--- config.mk ---
export PLATFORM = sky130hd
export DESIGN_NAME = ntt_dispatcher
export DESIGN_NICKNAME = d
export VERILOG_FILES = /design/src/rtl/ntt_dispatcher.sv
export SDC_FILE = /design/constraint.sdc
export NUM_CORES = 1
export LEC_CHECK = 0
export ABC_AREA = 1
export BUFFER_PORTS_ARGS = -buffer_cell sky130_fd_sc_hd__buf_4
export CORE_UTILIZATION = 52
export CTS_BUF_LIST = sky130_fd_sc_hd__clkbuf_8 sky130_fd_sc_hd__clkbuf_16
export CTS_CLUSTER_DIAMETER = 200
export DETAILED_ROUTE_END_ITERATION = 10
export GPL_TIMING_DRIVEN = 1
export PLACE_DENSITY = 0.87
export SLEW_MARGIN = 20
export SYNTH_ARGS = -nofsm -noshare
export SYNTH_HDL_FRONTEND = slang
export SYNTH_SLANG_ARGS = --single-unit
--- constraint.sdc ---
create_clock -name clk -period 3.55 [get_ports clk]
set_clock_uncertainty 0.05 [all_clocks]
set_input_delay 0.1775 -clock clk [delete_from_list [all_inputs] [get_ports clk]]
set_output_delay 0.1775 -clock clk [all_outputs]
set_load 0.03 [all_outputs]
--- src/rtl/ntt_dispatcher.sv ---
// ============================================================================
// Module  : ntt_dispatcher
// Purpose : Buffers commands in a small FIFO and issues each to an idle NTT
//           engine (round-robin, or slot affinity when
//           DISPATCH_SLOT_AFFINITY_EN is defined); honours a barrier opcode.
// Revision: 1.0 - initial release
// ============================================================================
`default_nettype none

module ntt_dispatcher #(
    parameter int          FIFO_DEPTH = 4,
    parameter logic [7:0]  BARRIER_OP = 8'hFE
) (
    input  logic                          clk,
    input  logic                          rst_n,
    input  logic                          in_valid,
    output logic                          in_ready,
    input  logic [7:0]                    in_opcode,
    input  logic [3:0]                    in_slot,
    input  logic [47:0]                   in_dma_addr,
    output logic                          e0_cmd_valid,
    output logic                          e1_cmd_valid,
    output logic [7:0]                    out_opcode,
    output logic [3:0]                    out_slot,
    output logic [47:0]                   out_dma_addr,
    input  logic                          e0_ready,
    input  logic                          e1_ready,
    output logic                          all_idle,
    output logic [$clog2(FIFO_DEPTH):0]   fifo_level,
    output logic [1:0]                    dbg_state
);

    localparam int                  c_PTR_W = $clog2(FIFO_DEPTH);
    localparam int                  c_CNT_W = c_PTR_W + 1;
    localparam logic [c_CNT_W-1:0]  c_DEPTH = c_CNT_W'(FIFO_DEPTH);

    localparam logic [1:0] c_ST_RUN     = 2'b00;
    localparam logic [1:0] c_ST_BARRIER = 2'b01;
    localparam logic [1:0] c_ST_ISSUE   = 2'b10;

    logic [7:0]          r_mem_opcode [FIFO_DEPTH];
    logic [3:0]          r_mem_slot   [FIFO_DEPTH];
    logic [47:0]         r_mem_addr   [FIFO_DEPTH];
    logic [c_PTR_W-1:0]  r_wr_ptr;
    logic [c_PTR_W-1:0]  r_rd_ptr;
    logic [c_CNT_W-1:0]  r_count;
    logic [1:0]          r_state;
    logic [1:0]          w_state_nxt;
    logic                r_e0_valid;
    logic                r_e1_valid;
    logic                r_pend0;
    logic                r_pend1;
    logic [7:0]          r_out_opcode;
    logic [3:0]          r_out_slot;
    logic [47:0]         r_out_addr;
`ifndef DISPATCH_SLOT_AFFINITY_EN
    logic                r_last_core;
`endif

    logic                w_push;
    logic                w_pop;
    logic                w_head_valid;
    logic                w_head_barrier;
    logic [7:0]          w_head_opcode;
    logic [3:0]          w_head_slot;
    logic [47:0]         w_head_addr;
    logic                w_elig0;
    logic                w_elig1;
    logic                w_issue0;
    logic                w_issue1;
    logic                w_retire;

    assign in_ready       = (r_count < c_DEPTH);
    assign w_push         = in_valid && in_ready;
    assign w_head_valid   = (r_count != '0);
    assign w_head_opcode  = r_mem_opcode[r_rd_ptr];
    assign w_head_slot    = r_mem_slot[r_rd_ptr];
    assign w_head_addr    = r_mem_addr[r_rd_ptr];
    assign w_head_barrier = (w_head_opcode == BARRIER_OP);

    // An engine is free only once its previous command has been seen to drop ready
    assign w_elig0 = e0_ready && !r_pend0 && !r_e0_valid;
    assign w_elig1 = e1_ready && !r_pend1 && !r_e1_valid;

    always_comb begin
        w_issue0    = 1'b0;
        w_issue1    = 1'b0;
        w_retire    = 1'b0;
        w_state_nxt = r_state;
        if (r_state == c_ST_BARRIER) begin
            w_retire    = w_head_valid && w_elig0 && w_elig1;
            w_state_nxt = w_retire ? c_ST_RUN : c_ST_BARRIER;
        end else if (w_head_valid && w_head_barrier) begin
            w_state_nxt = c_ST_BARRIER;
        end else begin
            if (w_head_valid) begin
`ifdef DISPATCH_SLOT_AFFINITY_EN
                w_issue0 = !w_head_slot[3] && w_elig0;
                w_issue1 =  w_head_slot[3] && w_elig1;
`else
                if (w_elig0 && w_elig1) begin
                    w_issue0 =  r_last_core;
                    w_issue1 = !r_last_core;
                end else begin
                    w_issue0 = w_elig0;
                    w_issue1 = w_elig1;
                end
`endif
            end
            w_state_nxt = (w_issue0 || w_issue1) ? c_ST_ISSUE : c_ST_RUN;
        end
    end

    assign w_pop = w_issue0 || w_issue1 || w_retire;

    // Storage needs no reset: the pointers and count define what is valid
    always_ff @(posedge clk) begin
        if (w_push) begin
            r_mem_opcode[r_wr_ptr] <= in_opcode;
            r_mem_slot[r_wr_ptr]   <= in_slot;
            r_mem_addr[r_wr_ptr]   <= in_dma_addr;
        end
    end

    always_ff @(posedge clk) begin
        if (!rst_n) begin
            r_wr_ptr     <= '0;
            r_rd_ptr     <= '0;
            r_count      <= '0;
            r_state      <= c_ST_RUN;
            r_e0_valid   <= 1'b0;
            r_e1_valid   <= 1'b0;
            r_pend0      <= 1'b0;
            r_pend1      <= 1'b0;
            r_out_opcode <= '0;
            r_out_slot   <= '0;
            r_out_addr   <= '0;
`ifndef DISPATCH_SLOT_AFFINITY_EN
            r_last_core  <= 1'b1;
`endif
        end else begin
            r_state    <= w_state_nxt;
            r_e0_valid <= w_issue0;
            r_e1_valid <= w_issue1;

            if (w_issue0 || w_issue1) begin
                r_out_opcode <= w_head_opcode;
                r_out_slot   <= w_head_slot;
                r_out_addr   <= w_head_addr;
`ifndef DISPATCH_SLOT_AFFINITY_EN
                r_last_core  <= w_issue1;
`endif
            end

            if (w_issue0)      r_pend0 <= 1'b1;
            else if (!e0_ready) r_pend0 <= 1'b0;
            if (w_issue1)      r_pend1 <= 1'b1;
            else if (!e1_ready) r_pend1 <= 1'b0;

            if (w_push) r_wr_ptr <= r_wr_ptr + 1'b1;
            if (w_pop)  r_rd_ptr <= r_rd_ptr + 1'b1;
            case ({w_push, w_pop})
                2'b10:   r_count <= r_count + 1'b1;
                2'b01:   r_count <= r_count - 1'b1;
                default: r_count <= r_count;
            endcase
        end
    end

    assign e0_cmd_valid = r_e0_valid;
    assign e1_cmd_valid = r_e1_valid;
    assign out_opcode   = r_out_opcode;
    assign out_slot     = r_out_slot;
    assign out_dma_addr = r_out_addr;
    assign fifo_level   = r_count;
    assign dbg_state    = r_state;
    assign all_idle     = (r_count == '0) && !r_e0_valid && !r_e1_valid &&
                          !r_pend0 && !r_pend1 && e0_ready && e1_ready;

endmodule

`default_nettype wire

-- Word-level counts from Yosys, hierarchy flattened
Memories as Yosys holds them, arrays and structs flattened. A register that Yosys moved wholly into a read port is not among the register bits.
Index checks and enable logic that the tools add are counted.
W data, S select, Z words.
- input port bits: 65
- memory bits (writable): 240
- memories: 3
- bits in registers: 22
- memories (name ; words ; bits a word ; read ports ; clocked after memory_dff ; wr ports ; RTL line ; text):
    r_mem_addr ; 4 ; 48 ; 1 ; 1 ; 1 ; 43 ; logic [47:0] r_mem_addr [FIFO_DEPTH];
    r_mem_opcode ; 4 ; 8 ; 1 ; 1 ; 1 ; 41 ; logic [7:0] r_mem_opcode [FIFO_DEPTH];
    r_mem_slot ; 4 ; 4 ; 1 ; 1 ; 1 ; 42 ; logic [3:0] r_mem_slot [FIFO_DEPTH];
- reductions and logical operators: 28
- equal/unequal tests: 6
- $add $sub $neg: 4
- mux-type cells: 26
- $lt $le $gt $ge: 1
- operator list (kind ; count):
    $mux W1 ; 20
    $logic_and A1 B1 Y1 ; 15
    $mux W2 ; 5
    $eq A8 B8 Y1 const B ; 1
    $logic_not A1 Y1 ; 7
    $pmux W3 S2 ; 1
    $add A2 B1 Y2 const B ; 2
    $eq A2 B1 Y1 const B ; 2
    $ne A2 B1 Y1 const B ; 2
    $add A3 B1 Y3 const B ; 1
    $logic_not A3 Y1 ; 1
    $logic_or A1 B1 Y1 ; 3
    $lt A3 B3 Y1 const B ; 1
    $reduce_bool A3 Y1 ; 1
    $sub A3 B1 Y3 const B ; 1
    $eq A2 B2 Y1 const B ; 1
    $reduce_bool A2 Y1 ; 1

-- Logic depth before layout (Yosys ltp)
- word-level depth: 14
- gate-level depth with buffers: 19

-- Worst setup path after synthesis
OpenSTA, ideal clock, no wires.
- path type: register -> register
- start: register r_count[2], in the netlist fifo_level[2]
- end: memory r_mem_addr[0][0], enable pin
- stages on the path, launching flop included: 4
- setup time: 478 ps
- setup slack: -459 ps
- data required time: 3022 ps
- arrival: 3481 ps
- cells stage by stage: dfxtp_1 inv_1 nand2_1 nor2_1
- longest elaborated chain between the ends: 4
- ends and longest elaborated chain (element ; RTL line ; text):
    from (decl) ; 46 ; logic [c_CNT_W-1:0] r_count;
    from (signal assigned) ; 163 ; 2'b10: r_count <= r_count + 1'b1;
    from (signal assigned) ; 164 ; 2'b01: r_count <= r_count - 1'b1;
    from (signal assigned) ; 165 ; default: r_count <= r_count;
    $lt A3 B3 Y1 ; 73 ; assign in_ready = (r_count < c_DEPTH);
    net in_ready ; 17 ; output logic in_ready,
    $logic_and A1 B1 Y1 ; 74 ; assign w_push = in_valid && in_ready;
    $mux W1 ; 118 ; if (w_push) begin
    $mux W1 (implied by the code) ; 121 ; r_mem_addr[r_wr_ptr] <= in_dma_addr;
    to (decl) ; 43 ;
The timed path passes the listed nets, and every way through them passes these cells.

==> impl_metrics.toml <==
[logic_synthesis]
ys_seq_area_share_pct = 72.3
synth.distinct_cells = 24
synth_seq_cells = 316
synth_common_cells = "edfxtp_1 (240), nor2_1 (231), nand2_1 (170)"
syn-num-nets = 1148
synthCells = 1077
yosys_warnings = 0
syn_area_um2 = 12100
yosys.area.top_type_share_pct = 59.7
synth_area_per_cell_um2 = 11.2
synth_edf_count = 240
synthTopCellsByArea = "edfxtp_1 (60%), dfxtp_1 (13%), nor2_1 (7.2%)"
synth_area_leader_cell = "edfxtp_1"
synth_flop_cell = "edfxtp_1"
async_reset_ff_share_pct = 0
synth_most_common_cell = "edfxtp_1"

[power]
pwr-share-clk_pct = 25.5
p_per_area_nw_per_um2 = 848
comb_power_share_pct = 34.8
ir_drop_mv = 0.615
p_seq_share_pct = 39.7
p_leak_nw = 5.97
internal_power_w = 0.00804
swShare_pct = 36.8
power_switching_w = 0.00467

[layout]
fillers = 1648
diodes = 0
fin_util_pct = 66.0
final_cells = 1567
layout.nets = 1328
area_delta_synth_final_pct = 24.1
regArea_um2 = 8730
multi_input_area_um2 = 2770
fin_area_um2 = 15000
layout-drive-gt1-share_pct = 15.8

[global_route]
gr-usage-met3_pct = 3.28
antenna_found_initial = 0
track_usage_pct = 22.2
gr-total-overflow = 0
top_usage_layer = "met2"
use_met1_pct = 26.3
grt_pass1_wl_um = 41900
grt_max_degree = 125
met2_usage_pct = 41.3
grt_pass1_vias = 8409

[timing]
finalHoldViolCount = 0
fmax_mhz = 337
worst_pin_slew_ps = 1060
setup_viol = 0
setup_tns_ps = 0
rsz0062_at_grt = "no"
period_needed_ps = 2960
fin_hold_ws_ps = 137
maxSlewHeadroom_pct = 29.6
post-route-period-util_pct = 83.5
slew_violations = 0

[drt]
routed_wl_um = 26300
drtIter0Drc = 538
drc = 0
routedWlPerCell_um = 16.8
num_vias = 8262
via_per_inst = 5.27
dr.pass1.iters = 5
detail-route-antenna-nets = 0

[die]
dieArea_um2 = 23800
dieWidth_um = 154
coreArea_um2 = 22700
boundaryPins = 134
num_rows = 55
initial_core_util_pct = 53.2
die_h_um = 154

[place]
placed_cell_area_um2 = 13300
gp_congestion = 0.800
port_buffers = 133
dp_hpwl_um = 14200
numPlacedInstances = 1447

[clock_network]
cts_buffers = 31
clkSlewWorstSetupHoldPaths_ps = 60
clk_latency_ps = 560
ctsLongestPathBuffers = 3
cts_tree = "done"
cts.sinks = 316
cts_max_level = 1
clockRootBuffer = "clkbuf_16"

[min_path]
hold_path.class = "in -> reg"

[outcome]
status = "complete, no violations"

[worst_setup_path]
cp.required_ps = 3930
worstSetupEndpointType = "register"
critPathMaxFanout = 17
arrival_ps = 3350
worst_setup_path_start_kind = "register"
path_class = "reg -> reg"

[run]
timing.max_cap.violations = 0
==> worst max-delay path, stage by stage (launching register included) <==
cell and delay [ps]:
dfxtp_1 680, inv_4 180, nand2_1 100, nand3_1 90
nand3_1 100, nor2_1 70, nand3_1 120, nand3_4 100
nand2_1 110, ha_1 170, inv_1 80, fa_1 390
a21oi_1 170, o21ai_0 150, o21ai_0 220, a21oi_1 70
==> final cells by class <==
class | instances | share of cell area [%]
timing repair buffer | 205 | 11.8
multi-input combinational | 618 | 18.5
clock inverter | 23 | 1.31
tap | 285 | 2.38
inverter | 85 | 2.16
sequential | 316 | 58.3
clock buffer | 35 | 5.55
==> routing by layer <==
metal	share of wire (%)	wire, µm
met1	40	10500
met4	2.6	671
met3	5.6	1460
met2	52	13700
met5	0	0
==> timing repair <==
item,4_1_cts,5_1_grt
hold buffers,62,0
endpoints found under the hold margin,242,0
gates resized for setup,0,0
buffers inserted,0,0
==> sequential cells by signal, indices dropped and copies added (netlist names), named ones only <==
| register | flops |
|---|---|
| r_rd_ptr | 2 |
| r_pend1 | 1 |
| out_slot | 4 |
| e1_cmd_valid | 1 |
| r_wr_ptr | 2 |
| fifo_level | 3 |
| r_mem_opcode | 32 |
| r_last_core | 1 |
| r_mem_addr | 192 |
| out_dma_addr | 48 |
| e0_cmd_valid | 1 |
| r_pend0 | 1 |
| dbg_state | 2 |
| r_mem_slot | 16 |
| out_opcode | 8 |
==> logic make-up (layout without fill, tap and decap cells) <==
| logic type | count (synthesis) | count (layout) | synth area share (%) |
|---|---|---|---|
| AO/OA/AOI/OAI | 179 | 179 | 7.97 |
| XOR/XNOR | 1 | 1 | 0.0726 |
| adder cells (fa/ha/maj) | 6 | 6 | 0.684 |
| buffers and inverters | 143 | 348 | 5.07 |
| flip-flops | 316 | 316 | 72.3 |
| AND/OR/NAND/NOR | 432 | 432 | 13.9 |
==> cells in the final DEF, fill, tap and decap left out <==
cell type / Yosys / final
edfxtp_1: 240 / 240
nand3_4: 0 / 1
buf_4: 3 / 137
inv_2: 1 / 2
nor2_1: 231 / 227
and2_1: 4 / 4
ha_1: 5 / 5
dfxtp_2: 0 / 1
clkbuf_16: 0 / 31
o21ai_0: 113 / 113
buf_12: 0 / 6
clkinv_2: 0 / 9
xor2_1: 1 / 1
dfxtp_4: 0 / 1
dfxtp_1: 76 / 74
nand4_1: 1 / 1
nor3b_1: 3 / 3
inv_16: 0 / 1
nand2_1: 170 / 170
clkbuf_8: 0 / 4
a21oi_1: 13 / 13
clkinv_4: 0 / 1
nor2_4: 0 / 4
fa_1: 1 / 1
nand3_1: 22 / 22
bufinv_16: 0 / 3
o22ai_1: 52 / 52
a31oi_1: 1 / 1
dlygate4sd3_1: 0 / 62
clkinv_1: 1 / 3
inv_1: 82 / 88
inv_4: 1 / 1
==> worst paths after layout <==
check | startpoint | endpoint | slack, ps | depth (start not counted)
worst max-delay path | register | fifo_level[2]$_SDFFE_PN0P_ | 590 | 15
worst min register to register | r_pend1$_SDFFE_PN0P_ | r_pend1$_SDFFE_PN0P_ | 430 | 2
worst max register to register | register | fifo_level[2]$_SDFFE_PN0P_ | 590 | 15
worst min-delay path | rst_n | r_last_core$_SDFFE_PN1P_ | 140 | 2
==> through the flow <==
step | setup slack [ps] | total power, W
finish | 587 | 0.0127
detailed placement | 734 | 0.00945
floorplan | -459 | 0.00813
global placement | 927 | 0.00928
global route | 329 | 0.0134
CTS | 664 | 0.0128
==> power by group through the flow <==
stage | sequential [W] | clock (W) | combinational, W
2_1_floorplan | 0.00574 | 0 | 0.00239
3_3_place_gp | 0.00508 | 0 | 0.00420
3_5_place_dp | 0.00511 | 0 | 0.00434
4_1_cts | 0.00504 | 0.00329 | 0.00443
5_1_grt | 0.00510 | 0.00343 | 0.00490
6_report | 0.00504 | 0.00324 | 0.00442
No activity file was read; power rests on OpenSTA's default activity.
